==> config.mk <==
export PLATFORM = sky130hd
export DESIGN_NAME = alu_result_commit
export DESIGN_NICKNAME = d
export VERILOG_FILES = /design/src/rtl/alu_commit_pkg.sv /design/src/rtl/alu_commit_fifo.sv /design/src/rtl/alu_result_commit.sv
export SDC_FILE = /design/constraint.sdc
export NUM_CORES = 1
export LEC_CHECK = 0
export CORE_UTILIZATION = 55
export DETAILED_ROUTE_END_ITERATION = 6
export PLACE_DENSITY = 0.87
export SYNTH_ARGS = -nofsm -noshare
export SYNTH_HDL_FRONTEND = slang
export SYNTH_SLANG_ARGS = --single-unit
==> constraint.sdc <==
create_clock -name clk -period 8.97 [get_ports clk]
set_input_delay 0.897 -clock clk [delete_from_list [all_inputs] [get_ports clk]]
set_output_delay 0.897 -clock clk [all_outputs]
set_load 0.01 [all_outputs]
==> src/rtl/alu_commit_pkg.sv <==
`default_nettype none
// ============================================================================
// Module   : alu_commit_pkg
// Purpose  : Shared definitions for the ALU result commit stage: commit-kind
//            encodings, condition-flag bit positions and the width of one
//            buffered FIFO entry.
// Revision : 1.0 - initial release
// ============================================================================
package alu_commit_pkg;

  // How a buffered ALU result retires.
  typedef enum logic [1:0] {
    KIND_GPR       = 2'b00,
    KIND_HILO      = 2'b01,
    KIND_FLAGS     = 2'b10,
    KIND_GPR_FLAGS = 2'b11
  } commit_kind_e;

  // Bit positions inside the {N,Z,C,V} condition register.
  localparam int FLAG_N = 3;
  localparam int FLAG_Z = 2;
  localparam int FLAG_C = 1;
  localparam int FLAG_V = 0;

  // Field widths of one FIFO entry (besides the three WIDTH-bit words and
  // the AW-bit destination).
  localparam int KIND_W  = 2;
  localparam int SIGN_W  = 1;
  localparam int FLAGS_W = 4;

  // Entry layout (MSB..LSB):
  //   {respuesta, out_high, out_low, dest, kind, sign, N, Z, C, V}
  function automatic int entry_width(input int width, input int aw);
    return 3 * width + aw + KIND_W + SIGN_W + FLAGS_W;
  endfunction

endpackage : alu_commit_pkg
`default_nettype wire

==> src/rtl/alu_commit_fifo.sv <==
`default_nettype none
// ============================================================================
// Module   : alu_commit_fifo
// Purpose  : DEPTH-entry FIFO holding flattened ALU results for the commit
//            stage. Registered count; full/empty derive only from the count so
//            the accept side never depends combinationally on the pop side.
// Ports    : clk, rst_n      - clock, asynchronous active-low reset
//            push, push_data - write request and entry (ignored when full)
//            pop             - retire head entry (ignored when empty)
//            head_data       - current head entry
//            full, empty     - occupancy status
// Revision : 1.0 - initial release
// ============================================================================
module alu_commit_fifo #(
  parameter int DEPTH = 2,
  parameter int EW    = 8
) (
  input  logic          clk,
  input  logic          rst_n,
  input  logic          push,
  input  logic [EW-1:0] push_data,
  input  logic          pop,
  output logic [EW-1:0] head_data,
  output logic          full,
  output logic          empty
);

  localparam int PW = (DEPTH > 1) ? $clog2(DEPTH) : 1;
  localparam int CW = $clog2(DEPTH) + 1;
  localparam logic [CW-1:0] c_FULL_CNT = CW'(DEPTH);

  logic [EW-1:0] r_mem [DEPTH];
  logic [PW-1:0] r_wr_ptr;
  logic [PW-1:0] r_rd_ptr;
  logic [CW-1:0] r_count;

  logic w_push_ok;
  logic w_pop_ok;

  assign w_push_ok = push & ~full;
  assign w_pop_ok  = pop & ~empty;

  // DEPTH is a power of two, so pointers wrap by natural overflow.
  always_ff @(posedge clk or negedge rst_n) begin
    if (!rst_n) begin
      r_wr_ptr <= '0;
      r_rd_ptr <= '0;
      r_count  <= '0;
    end else begin
      if (w_push_ok) r_wr_ptr <= r_wr_ptr + PW'(1);
      if (w_pop_ok)  r_rd_ptr <= r_rd_ptr + PW'(1);
      case ({w_push_ok, w_pop_ok})
        2'b10:   r_count <= r_count + CW'(1);
        2'b01:   r_count <= r_count - CW'(1);
        default: r_count <= r_count;
      endcase
    end
  end

  // Storage needs no reset: an entry is only ever read after being written.
  always_ff @(posedge clk) begin
    if (w_push_ok) r_mem[r_wr_ptr] <= push_data;
  end

  assign head_data = r_mem[r_rd_ptr];
  assign full      = (r_count == c_FULL_CNT);
  assign empty     = (r_count == '0);

endmodule : alu_commit_fifo
`default_nettype wire

==> src/rtl/alu_result_commit.sv <==
`default_nettype none
// ============================================================================
// Module   : alu_result_commit
// Purpose  : Commit stage behind the ALU. Buffers ALU results in a small FIFO
//            and retires them in order: GPR writes through a valid/ready port,
//            HI/LO register updates and condition-flag updates.
// Ports    : clk, rst_n                 - clock, async active-low reset
//            in_valid/in_ready          - ALU result handshake
//            in_respuesta, in_out_high, in_out_low, in_dest, in_kind,
//            in_sign, in_Z/N/C/V        - ALU result fields
//            wb_valid/wb_ready, wb_addr, wb_data - register-file write port
//            hi_reg, lo_reg             - architectural HI/LO
//            flags                      - {N,Z,C,V} condition register
//            trap                       - overflow trap pulse
//            busy                       - results still buffered
// Config   : ALU_COMMIT_TRAP_EN - signed GPR results with V=1 suppress the
//            register write and pulse trap the cycle after retirement.
//            Without it, trap is tied low and V is only recorded in flags.
// Revision : 1.0 - initial release
// ============================================================================
module alu_result_commit
  import alu_commit_pkg::*;
#(
  parameter int WIDTH = 32,
  parameter int DEPTH = 2,
  parameter int AW    = 5
) (
  input  logic             clk,
  input  logic             rst_n,
  input  logic             in_valid,
  output logic             in_ready,
  input  logic [WIDTH-1:0] in_respuesta,
  input  logic [WIDTH-1:0] in_out_high,
  input  logic [WIDTH-1:0] in_out_low,
  input  logic [AW-1:0]    in_dest,
  input  logic [1:0]       in_kind,
  input  logic             in_sign,
  input  logic             in_Z,
  input  logic             in_N,
  input  logic             in_C,
  input  logic             in_V,
  output logic             wb_valid,
  input  logic             wb_ready,
  output logic [AW-1:0]    wb_addr,
  output logic [WIDTH-1:0] wb_data,
  output logic [WIDTH-1:0] hi_reg,
  output logic [WIDTH-1:0] lo_reg,
  output logic [3:0]       flags,
  output logic             trap,
  output logic             busy
);

  localparam int c_EW = entry_width(WIDTH, AW);

  logic [c_EW-1:0]  w_push_data;
  logic [c_EW-1:0]  w_head;
  logic             w_full;
  logic             w_empty;
  logic             w_push;
  logic             w_pop;

  logic [WIDTH-1:0] w_h_resp;
  logic [WIDTH-1:0] w_h_high;
  logic [WIDTH-1:0] w_h_low;
  logic [AW-1:0]    w_h_dest;
  logic [1:0]       w_h_kind_raw;
  commit_kind_e     w_h_kind;
  logic             w_h_sign;
  logic [3:0]       w_h_flags;

  logic             w_is_gpr;
  logic             w_trap_hit;
  logic             w_wants_wb;

  logic [WIDTH-1:0] r_hi;
  logic [WIDTH-1:0] r_lo;
  logic [3:0]       r_flags;

  // ---------------------------------------------------------------------------
  // Buffering
  // ---------------------------------------------------------------------------
  assign w_push_data = {in_respuesta, in_out_high, in_out_low, in_dest,
                        in_kind, in_sign, in_N, in_Z, in_C, in_V};

  // in_ready comes from the registered count only, so a full FIFO refuses a
  // push even in the cycle its head retires.
  assign in_ready = ~w_full;
  assign w_push   = in_valid & in_ready;
  assign busy     = ~w_empty;

  alu_commit_fifo #(
    .DEPTH (DEPTH),
    .EW    (c_EW)
  ) u_fifo (
    .clk       (clk),
    .rst_n     (rst_n),
    .push      (w_push),
    .push_data (w_push_data),
    .pop       (w_pop),
    .head_data (w_head),
    .full      (w_full),
    .empty     (w_empty)
  );

  assign {w_h_resp, w_h_high, w_h_low, w_h_dest,
          w_h_kind_raw, w_h_sign, w_h_flags} = w_head;
  assign w_h_kind = commit_kind_e'(w_h_kind_raw);

  // ---------------------------------------------------------------------------
  // Retirement decode
  // ---------------------------------------------------------------------------
  assign w_is_gpr = (w_h_kind == KIND_GPR) || (w_h_kind == KIND_GPR_FLAGS);

`ifdef ALU_COMMIT_TRAP_EN
  logic r_trap;

  assign w_trap_hit = w_is_gpr & w_h_sign & w_h_flags[FLAG_V];

  always_ff @(posedge clk or negedge rst_n) begin
    if (!rst_n) r_trap <= 1'b0;
    else        r_trap <= w_pop & w_trap_hit;
  end

  assign trap = r_trap;
`else
  logic w_unused_sign;

  assign w_trap_hit    = 1'b0;
  assign w_unused_sign = w_h_sign;
  assign trap          = 1'b0;
`endif

  // Writes to r0 and trapped writes retire without touching the port.
  assign w_wants_wb = w_is_gpr & (w_h_dest != '0) & ~w_trap_hit;
  assign wb_valid   = ~w_empty & w_wants_wb;
  assign w_pop      = ~w_empty & (~w_wants_wb | wb_ready);

  // Head is frozen while stalled, so address/data stay stable; zero otherwise.
  assign wb_addr = wb_valid ? w_h_dest : '0;
  assign wb_data = wb_valid ? w_h_resp : '0;

  // ---------------------------------------------------------------------------
  // Architectural HI/LO and condition flags
  // ---------------------------------------------------------------------------
  always_ff @(posedge clk or negedge rst_n) begin
    if (!rst_n) begin
      r_hi    <= '0;
      r_lo    <= '0;
      r_flags <= '0;
    end else if (w_pop) begin
      if (w_h_kind == KIND_HILO) begin
        r_hi <= w_h_high;
        r_lo <= w_h_low;
      end
      if ((w_h_kind == KIND_FLAGS) || (w_h_kind == KIND_GPR_FLAGS)) begin
        r_flags <= w_h_flags;
      end
    end
  end

  assign hi_reg = r_hi;
  assign lo_reg = r_lo;
  assign flags  = r_flags;

endmodule : alu_result_commit
`default_nettype wire

Word-level counts from Yosys, hierarchy flattened
Memory sizes are Yosys's and may differ from the RTL's.
Cells that the tools add are included.
W data, S select, Z words.

operators by class
  add/sub/neg operators = 4
  eq/ne operators = 6
  multiplexer cells = 5
  bitwise gates (word level) = 10
  reduce and logical (&&, ||, !) cells = 8

operators with widths
  cell                   number
  $mux W32               1
  $eq A2 B2 Y1 const B   4
  $and A1 B1 Y1          6
  $mux W5                1
  $reduce_bool A5 Y1     1
  $eq A2 B1 Y1 const B   2
  $logic_not A2 Y1       2
  $pmux W2 S2            1
  $reduce_and A2 Y1      2
  $not A1 Y1             3
  $add A1 B1 Y1 const B  2
  $add A2 B1 Y2 const B  1
  $logic_or A1 B1 Y1     2
  $mux W1                2
  $reduce_bool A2 Y1     1
  $sub A2 B1 Y2 const B  1
  $or A1 B1 Y1           1

storage, ports and cells
  register bits = 72
  memory bits (writable) = 216
  bits of input ports = 112
  output and inout port bits = 109
  logic and storage cells = 40
  memories kept = 1

memories
  memory        words  width  read ports  clocked after memory_dff  write ports  RTL line               source
  u_fifo.r_mem  2      108    1           0                         1            alu_commit_fifo.sv:32  logic [EW-1:0] r_mem [DEPTH];

Depth between registers and ports, before layout
Gate-level depths: netlist of run 1.
An unclocked memory read counts as a cell.

  word-level depth = 10
  depth in mapped cells = 10
  gate-level depth less buffers = 8

Cells and area by module
Synthesis of run 1 repeated with hierarchy kept, for this count alone.

second synthesis, totals
  cells, all modules = 555
  area total of the unflattened synthesis = 11225.8 µm²

modules (own cells, without submodules)
  module             times used  cells each  area each (µm²)
  alu_commit_fifo    1           354         8012.7
  alu_result_commit  1           201         3213.1

Least setup slack after synthesis of run 1
No wires, ideal clock.

  path type = input to register
  from = input in_valid
  to = memory u_fifo.r_mem[0][0] (netlist bit) (enable)
  library setup time = 574 ps
  arrival = 5444 ps
  slack = 2952 ps
  stages = 2
  cells stage by stage = nand2_1 nor2_1

between the ends
  longest elaborated chain between the ends = 4

ends and longest elaborated chain
  item                           RTL line                 source
  start, declared                alu_result_commit.sv:30  input logic in_valid,
  $and A1 B1 Y1                  alu_result_commit.sv:88  assign w_push = in_valid & in_ready;
  $and A1 B1 Y1                  alu_commit_fifo.sv:40    assign w_push_ok = push & ~full;
  $mux W1                        alu_commit_fifo.sv:62    if (w_push_ok) r_mem[r_wr_ptr] <= push_data;
  $mux W1 (implied by the code)  alu_commit_fifo.sv:62
  end, declared                  alu_commit_fifo.sv:32

Every way passes these cells.

Worst setup path in the final report of run 1
  from = register u_fifo.r_rd_ptr
  to = output wb_data[27]

between the ends
  longest elaborated chain between the ends = 6
  elaborated cells between the ends (all ways) = 8
  those cells by class = 1 x eq/ne; 1 x mux; 2 x bitwise; 3 x reduce/logical; 1 x memory

ends and longest elaborated chain
  item                                                     RTL line                  source
  start, declared                                          alu_commit_fifo.sv:34     logic [PW-1:0] r_rd_ptr;
  start signal, assigned                                   alu_commit_fifo.sv:51     if (w_pop_ok) r_rd_ptr <= r_rd_ptr + PW'(1);
  $mem_v2 Z2 W108 *                                        --
  $eq A2 B2 Y1 / $logic_not A2 Y1 (equally long branches)  alu_result_commit.sv:112  assign w_is_gpr = (w_h_kind == KIND_GPR) || (w_h_kind == KIND_GPR_FLAGS);
  $logic_or A1 B1 Y1                                       alu_result_commit.sv:112
  $and A1 B1 Y1                                            alu_result_commit.sv:134  assign w_wants_wb = w_is_gpr & (w_h_dest != '0) & ~w_trap_hit;
  $and A1 B1 Y1                                            alu_result_commit.sv:135  assign wb_valid = ~w_empty & w_wants_wb;
  $mux W32 *                                               alu_result_commit.sv:140  assign wb_data = wb_valid ? w_h_resp : '0;
  end, declared                                            alu_result_commit.sv:45   output logic [WIDTH-1:0] wb_data,

Every way passes the cells marked *; elsewhere a longest branch is shown, timed or not.

==> results of run 1 <==
[routing by layer]
metal  part of all wire [%]  vias to the layer above  global-route usage, %
li1                       -                     2533                      -
met1                     38                     2798                  23.56
met2                     53                      184                  37.60
met3                    6.3                       37                  4.416
met4                    2.3                        0                  6.751
met5                      0                        -                      0
[power by group]
group | switching (W) | leakage (nW) | internal, W
logic | 0.000766 | 1.77 | 0.000961
clock network | 0.000457 | 0.459 | 0.000720
registers | 0.000199 | 2.83 | 0.00187
[cell usage after synthesis (all sizes together)]
| cell | instances |
|---|---|
| edfxtp | 214 |
| mux2 | 137 |
| dfrtp | 72 |
| nor2 | 40 |
| mux2i | 38 |
| buf | 15 |
| clkbuf | 8 |
| xnor2 | 3 |
| a21oi | 2 |
| ha | 2 |
| inv | 2 |
| nand2 | 2 |
| xor2 | 2 |
| a211o | 1 |
| and3 | 1 |
| conb | 1 |
| nand2b | 1 |
| nand3 | 1 |
| nor2b | 1 |
| nor3 | 1 |
| nor3b | 1 |
| nor4 | 1 |
| nor4b | 1 |
| o22ai | 1 |
[layout by cell type (no fill, tap or decap), drive strengths merged, types with 3 or more instances in the layout]
master / count
clkdlybuf4s50: 217
edfxtp: 214
mux2: 137
dfrtp: 72
nor2: 40
mux2i: 38
clkbuf: 38
clkinv: 8
buf: 7
bufinv: 4
xnor2: 3
[final cells by class]
class                           instances  share of cell area, %
Multi-Input combinational cell        237                  16.11
Clock inverter                         13                  1.163
Sequential cell                       286                  58.86
Clock buffer                           38                  5.574
Timing Repair Buffer                  224                  15.91
Tap cell                              260                  2.326
Inverter                                2                0.05368
[worst max path at each step]
stage	startpoint	to	slack, ps
2_1_floorplan	in_valid	u_fifo.r_mem[0][0]	2950
4_1_cts	u_fifo.r_rd_ptr	wb_data[27]	3790
6_report	u_fifo.r_rd_ptr	wb_data[27]	3820
5_1_grt	u_fifo.r_rd_ptr	wb_data[27]	3600
3_3_place_gp	u_fifo.r_rd_ptr	wb_data[2]	4530
3_5_place_dp	u_fifo.r_rd_ptr	wb_data[27]	4430
[logic make-up after synthesis]
group                    Yosys count  synth area share, %
AO/OA/AOI/OAI                      4               0.3417
XOR/XNOR                           5               0.4125
AND/OR/NAND/NOR                   50                1.968
flip-flops                       286                77.48
other                              1              0.03531
multiplexers                     175                18.11
buffers and inverters             25                1.414
adder cells (fa/ha/maj)            2               0.2356
[worst max-delay path, delay by kind of cell, from the launching register on]
family,cells,cell delay (ps)
flops,1,980
buf+inv,3,1660
simple gates,3,500
compound gates,1,490
[stage by stage]
stage	area, um2	hold WS (ps)	util (%)	cells
floorplan	10620	460.8	-	548
global placement	13040	470.4	69.26	1009
detailed placement	13040	483.5	69.26	1009
CTS	13980	495.7	74.27	1060
global route	13980	521.7	74.27	1060
finish	13980	492.2	74.27	1060
==> results.sh, run 1 <==
export IMPL_critPathKind="reg -> out"
export IMPL_power_density_mw_per_mm2=355.4
export IMPL_slowest_stage="dfrtp_4"
export IMPL_pre_cts_slack_ps=4425
export IMPL_largest_reg_flops=214
export IMPL_cts_tree="done"
export IMPL_syn_inst=548
export IMPL_cts_sinks=286
export IMPL_whs_endpoint="lo_reg[21]"
export IMPL_drtIter0Drc=240
export IMPL_worst_path_max_fanout=57
export IMPL_worstPathCellList="buf_4 -> nor4_1 -> o22ai_1 -> nand3_1 -> buf_4 -> nor2_1 -> clkdlybuf4s50_1"
export IMPL_portBuffers=218
export IMPL_clock_latency_ps=520
export IMPL_rr_endpoint="lo_reg[13]"
export IMPL_yosysTopAreaCell="edfxtp_1"
export IMPL_drive_gt1_share_pct=22.75
export IMPL_grt_pass1_vias=5954
export IMPL_yosys_warnings=0
export IMPL_synthDistinctLibCells=29
export IMPL_post_cts_resized=0
export IMPL_worstPathArrival_ps=4250
export IMPL_hold_path_class="reg -> reg"
export IMPL_drt_total_wl_um=20300
export IMPL_viasPerCell=5.238
export IMPL_seq_area_frac_synth_pct=77.48
export IMPL_postLayoutSetupSlackWorst_ps=3824
export IMPL_holdPathStages=1
export IMPL_grt_overflow=0
export IMPL_slowest_delay_ps=980
export IMPL_crit_path_end_kind="primary output"
export IMPL_cts_reportedPaths_clkPinSlew_ps=60
export IMPL_r2r_setup_slack_ps=4480
export IMPL_yosysTopAreaCellShare_pct=60.52
export IMPL_synthTopCellsByArea="edfxtp_1 61%, dfrtp_1 17%, mux2_2 14%, mux2i_1 3.6%, nor2_1 1.4%"
export IMPL_fp_row_count=50
export IMPL_nFillCells=1069
export IMPL_syn_to_final_growth_pct=31.70
export IMPL_pin_count=221
export IMPL_cp_data_required_time_ps=8070
export IMPL_drc=0
export IMPL_hold_buffers=0
export IMPL_multiInputGateArea_mm2=0.002253
export IMPL_diodes=0
export IMPL_hpwl_um=12610
export IMPL_ff2ff_path_depth=6
export IMPL_power_w=0.004971
export IMPL_r2r_start="u_fifo.r_rd_ptr"
export IMPL_die_w_um=141.0
export IMPL_crit_top_cell="buf_4"
export IMPL_gp_congestion=0.7407
export IMPL_fin_nets=893
export IMPL_worstSetupStartpointType="flip-flop"
export IMPL_tightest_slew_ps=1005
export IMPL_syn_area_mm2=0.01062
export IMPL_fp_coreArea_mm2=0.01883
export IMPL_outcome="finished clean"
export IMPL_post_cts_buffers=0
export IMPL_syn_avg_cell_area_um2=19.38
export IMPL_numCtsBuffers=28
export IMPL_min_from="lo_reg[21]"
export IMPL_maxCapViolations=0
export IMPL_htree_levels=1
export IMPL_grt_pass1_wl_um=31320
export IMPL_finalCriticalPeriod_ps=5146
export IMPL_synth_seq_cells=286
export IMPL_die_y_um=141.0
export IMPL_wire_per_inst_um=19.15
export IMPL_clockBufferDepth=3
export IMPL_relSlewSlack_pct=32.98
export IMPL_initial_core_util_pct=56.39
export IMPL_syn_num_nets=662
export IMPL_fmax_mhz=194.3
export IMPL_fin_tns_setup_ps=0
export IMPL_area_sequential_mm2=0.008232
export IMPL_clock_skew_ps=9.840
export IMPL_vdd_drop_max_uv=216.1
export IMPL_hold_violations=0
export IMPL_leakage_nw=5.062
export IMPL_final_antenna_net_count=0
export IMPL_setup_violations=0
export IMPL_rsz0062_at_grt="no"
export IMPL_vias=5552
export IMPL_dieArea_mm2=0.01987
export IMPL_firstDrtPassIters=4
export IMPL_root_buffer="clkbuf_16"
export IMPL_min_period_over_period_pct=57.37
export IMPL_antenna_found_initial=0
export IMPL_gr_usage_all_layers_pct=20.38
export IMPL_grt_max_degree=73
export IMPL_drv_slew=0
Note: power is estimated with default switching activity, not from simulation.
==> run 2, diff against run 1 <==
Settings changed: CORE_UTILIZATION 55 to 51, PLACE_DENSITY 0.87 to 0.82.
Clock period 8.97 ns to 5.3 ns, I/O delays scaled along.
==> results.sh, run 2 (same netlist as run 1, synthesis figures left out) <==
export IMPL_final_antenna_net_count=0
export IMPL_hold_path_class="in -> async"
export IMPL_cp_data_required_time_ps=4770
export IMPL_leakage_nw=5.119
export IMPL_syn_to_final_growth_pct=33.09
export IMPL_numCtsBuffers=28
export IMPL_hold_violations=0
export IMPL_worstPathArrival_ps=3900
export IMPL_drive_gt1_share_pct=23.72
export IMPL_final_cell_mix="217 x clkdlybuf4s50_1, 214 x edfxtp_1, 131 x mux2_2"
export IMPL_fin_tns_setup_ps=0
export IMPL_initial_core_util_pct=52.31
export IMPL_gr_usage_all_layers_pct=19.46
export IMPL_cts_sinks=286
export IMPL_post_cts_resized=0
export IMPL_grt_overflow=0
export IMPL_wl_met1_um=8280
export IMPL_crit_path_end_kind="primary output"
export IMPL_antenna_found_initial=0
export IMPL_fp_row_count=52
export IMPL_cts_reportedPaths_clkPinSlew_ps=60
export IMPL_min_period_over_period_pct=83.67
export IMPL_vias=5549
export IMPL_fin_nets=893
export IMPL_clockBufferDepth=3
export IMPL_hpwl_um=13470
export IMPL_nFillCells=1295
export IMPL_drt_total_wl_um=20830
export IMPL_layout_commonest_cell="clkdlybuf4s50_1"
export IMPL_worst_path_max_fanout=56
export IMPL_wl_met3_um=1034
export IMPL_finalCriticalPeriod_ps=4434
export IMPL_setup_violations=0
export IMPL_root_buffer="clkbuf_16"
export IMPL_relSlewSlack_pct=19.72
export IMPL_die_w_um=146.3
export IMPL_firstDrtPassIters=6
export IMPL_critPathKind="reg -> out"
export IMPL_post_cts_buffers=0
export IMPL_hold_buffers=0
export IMPL_die_y_um=146.3
export IMPL_design_area_mm2=0.01413
export IMPL_highest_layer="met4"
export IMPL_dpl_cell_area_mm2=0.01307
export IMPL_worstSetupStartpointType="flip-flop"
export IMPL_rr_endpoint="lo_reg[30]"
export IMPL_htree_levels=1
export IMPL_grt_pass1_wl_um=32490
export IMPL_portBuffers=218
export IMPL_drc=0
export IMPL_power_density_mw_per_mm2=612.5
export IMPL_drtIter0Drc=214
export IMPL_wl_met2_um=10670
export IMPL_tightest_slew_ps=1204
export IMPL_area_sequential_mm2=0.008232
export IMPL_multiInputGateArea_mm2=0.002253
export IMPL_gp_congestion=0.7644
export IMPL_grt_max_degree=85
export IMPL_pin_count=221
export IMPL_wire_per_inst_um=19.45
export IMPL_maxCapViolations=0
export IMPL_dieArea_mm2=0.02140
export IMPL_vdd_drop_max_uv=471.7
export IMPL_r2r_setup_slack_ps=1740
export IMPL_outcome="finished clean"
export IMPL_clock_latency_ps=530
export IMPL_viasPerCell=5.181
export IMPL_diodes=0
export IMPL_cts_tree="done"
export IMPL_drv_slew=0
export IMPL_clock_skew_ps=6.939
export IMPL_largest_reg_flops=214
export IMPL_fp_coreArea_mm2=0.02030
export IMPL_r2r_start="u_fifo.r_rd_ptr"
export IMPL_rsz0062_at_grt="no"
export IMPL_fmax_mhz=225.5
export IMPL_ff2ff_path_depth=6
export IMPL_grt_pass1_vias=6086
## run 2: area by class of cell
class | instances | share of cell area (%)
Clock buffer | 34 | 5.330
Multi-Input combinational cell | 237 | 15.95
Sequential cell | 286 | 58.25
Inverter | 2 | 0.05312
Timing Repair Buffer | 224 | 15.83
Tap cell | 270 | 2.390
Clock inverter | 18 | 2.205
## run 2: routing by layer
metal | up-vias | track usage [%]
met5 | - | 0
met4 | 0 | 8.490
met3 | 50 | 3.750
met2 | 182 | 33.93
met1 | 2778 | 23.65
li1 | 2539 | -
## run 2: worst max-delay path by stage
stage	startpoint	endpoint	cells past startpoint
2_1_floorplan	u_fifo.r_count[0]	u_fifo.r_mem[0][0]	3
3_3_place_gp	u_fifo.r_rd_ptr	wb_data[5]	6
3_5_place_dp	u_fifo.r_rd_ptr	wb_data[25]	6
4_1_cts	u_fifo.r_rd_ptr	wb_data[2]	6
5_1_grt	u_fifo.r_rd_ptr	wb_data[2]	6
6_report	u_fifo.r_rd_ptr	wb_data[2]	6
## run 2: report_power, final
part           switching, W  total (W)  leakage (nW)  internal, W
sequential         0.000335    0.00350          2.83      0.00316
combinational       0.00130    0.00294          1.77      0.00164
clock              0.000817    0.00222         0.512      0.00140
## run 2: worst max-delay path, cell delays in order (launching register included)
cell,delay [ps]
dfrtp_4,940
nor4_1,150
o22ai_1,430
nand3_1,650
buf_4,450
nor2_1,150
clkdlybuf4s50_1,550
## run 2: metrics by stage
| stage | util [%] | cells | power, W | hold WS (ps) | worst slack (ps) |
|---|---|---|---|---|---|
| after floorplan | - | 548 | 0.005103 | 234.4 | 1364 |
| after global routing | 69.62 | 1071 | 0.009038 | 232.9 | 598.1 |
| after global placement | 64.37 | 1019 | 0.006342 | 471.9 | 1506 |
| final | 69.62 | 1071 | 0.008656 | 153.3 | 865.7 |
| after CTS | 69.62 | 1071 | 0.008761 | 200.7 | 769.7 |
| after detailed placement | 64.37 | 1019 | 0.006507 | 477.7 | 1363 |
==> run 3, diff against run 2 <==
Settings changed: CORE_UTILIZATION 51 to 46, PLACE_DENSITY 0.82 to 0.78.
Clock period 5.3 ns to 3.8 ns, I/O delays scaled along.
==> results.sh, run 3 (same netlist as run 1, synthesis figures left out) <==
export IMPL_hpwl_um=12830
export IMPL_final_antenna_net_count=0
export IMPL_leakage_nw=5.095
export IMPL_dieArea_mm2=0.02370
export IMPL_rsz0062_at_grt="no"
export IMPL_portBuffers=218
export IMPL_viasPerCell=5.095
export IMPL_final_cell_mix="217 x clkdlybuf4s50_1, 214 x edfxtp_1, 131 x mux2_2"
export IMPL_worstPathArrival_ps=3020
export IMPL_grt_pass1_wl_um=31930
export IMPL_htree_levels=1
export IMPL_clockBufferDepth=3
export IMPL_multiInputGateArea_mm2=0.002253
export IMPL_min_period_over_period_pct=89.54
export IMPL_gp_congestion=0.7118
export IMPL_slowest_stage="dfrtp_4"
export IMPL_cp_data_required_time_ps=3420
export IMPL_hold_path_class="in -> async"
export IMPL_cts_reportedPaths_clkPinSlew_ps=60
export IMPL_relSlewSlack_pct=32.62
export IMPL_outcome="finished clean"
export IMPL_setup_violations=0
export IMPL_fp_row_count=55
export IMPL_firstDrtPassIters=4
export IMPL_vdd_drop_max_uv=492.3
export IMPL_tightest_slew_ps=1011
export IMPL_maxCapViolations=0
export IMPL_crit_path_end_kind="primary output"
export IMPL_fp_coreArea_mm2=0.02264
export IMPL_area_sequential_mm2=0.008232
export IMPL_diodes=0
export IMPL_pin_count=221
export IMPL_drt_total_wl_um=20480
export IMPL_fin_nets=895
export IMPL_hold_violations=0
export IMPL_cp_top_family="buffers and inverters"
export IMPL_largest_reg_flops=214
export IMPL_nFillCells=1559
export IMPL_cts_tree="done"
export IMPL_gr_usage_all_layers_pct=17.25
export IMPL_drive_gt1_share_pct=23.66
export IMPL_post_cts_resized=0
export IMPL_worst_path_max_fanout=38
export IMPL_die_y_um=153.9
export IMPL_clock_latency_ps=530
export IMPL_initial_core_util_pct=46.90
export IMPL_grt_max_degree=76
export IMPL_wire_per_inst_um=18.82
export IMPL_final_cells=1088
export IMPL_numCtsBuffers=29
export IMPL_hold_buffers=0
export IMPL_grt_pass1_vias=6003
export IMPL_drc=0
export IMPL_die_w_um=153.9
export IMPL_syn_to_final_growth_pct=32.58
export IMPL_place_inst=1035
export IMPL_drv_slew=0
export IMPL_fin_tns_setup_ps=0
export IMPL_grt_overflow=0
export IMPL_fmax_mhz=293.9
export IMPL_crit_buf_inv=2
export IMPL_layout_commonest_cell="clkdlybuf4s50_1"
export IMPL_critPathKind="reg -> out"
export IMPL_worstPathCellList="mux2_2 -> ha_1 -> nand3_1 -> buf_4 -> nor2_1 -> clkdlybuf4s50_1"
export IMPL_power_density_mw_per_mm2=832.3
export IMPL_antenna_found_initial=0
export IMPL_clock_skew_ps=7.573
export IMPL_cts_sinks=286
export IMPL_root_buffer="clkbuf_16"
export IMPL_finalCriticalPeriod_ps=3403
export IMPL_vias=5543
export IMPL_drtIter0Drc=244
export IMPL_post_cts_buffers=0
export IMPL_worstSetupStartpointType="flip-flop"
export IMPL_slowest_delay_ps=700
==> run 3: changes by cell type in the layout (fill, tap and decap cells not counted), sizes merged <==
cell	previous run	this run
buf	7	8
clkinvlp	3	1
bufinv	8	2
clkbuf	34	38
clkinv	7	11
inv	2	3
==> run 3: metal layers <==
layer	up-vias	wire [um]	part of all wire, %	track usage, %
met4	0	408	2.0	4.810
met2	166	10880	53	31.77
met5	-	0	0	0
met1	2796	8007	39	20.10
li1	2544	-	-	-
met3	37	1184	5.8	3.890
==> run 3: worst paths after layout <==
kind	startpoint	endpoint	slack, ps	depth (start not counted)
setup reg to reg	u_fifo.r_rd_ptr	lo_reg[14]	910	4
max in group asynchronous	rst_n	u_fifo.r_rd_ptr	3030	1
setup / recovery	u_fifo.r_rd_ptr	wb_data[5]	400	6
min in group clk	in_out_high[15]	u_fifo.r_mem[1][59]	430	1
hold / removal	rst_n	hi_reg[6]	30	1
hold reg to reg	lo_reg[21]	lo_reg[21]	490	1
==> run 3: where the power goes <==
| part | leakage, nW | internal (W) | switching [W] | total, W |
|---|---|---|---|---|
| combinational | 1.79 | 0.00230 | 0.00185 | 0.00415 |
| clock | 0.473 | 0.00165 | 0.00111 | 0.00275 |
| sequential | 2.83 | 0.00440 | 0.000409 | 0.00481 |
| total | 5.09 | 0.00835 | 0.00337 | 0.0117 |
==> run 3: layout make-up <==
type                    count  area share (%)
clock buffers              38           5.821
clock inverters            15          0.9065
inverters                   2         0.05332
multi-input cells         237           16.01
flip-flops and latches    286           58.47
well taps                 285           2.533
repair buffers            225           16.21
==> run 3: stage by stage <==
stage / setup WS (ps) / hold WS (ps) / util, % / area, um2 / power [W]
floorplan: 183.2 / 84.41 / - / 10630 / 0.007107
global placement: 986.6 / 472.5 / 58.00 / 13130 / 0.008882
detailed placement: 904.2 / 478.2 / 58.00 / 13130 / 0.009071
CTS: 375.8 / 52.48 / 62.18 / 14080 / 0.01187
global route: 269.8 / 100.4 / 62.18 / 14080 / 0.01229
finish: 397.4 / 31.11 / 62.18 / 14080 / 0.01172
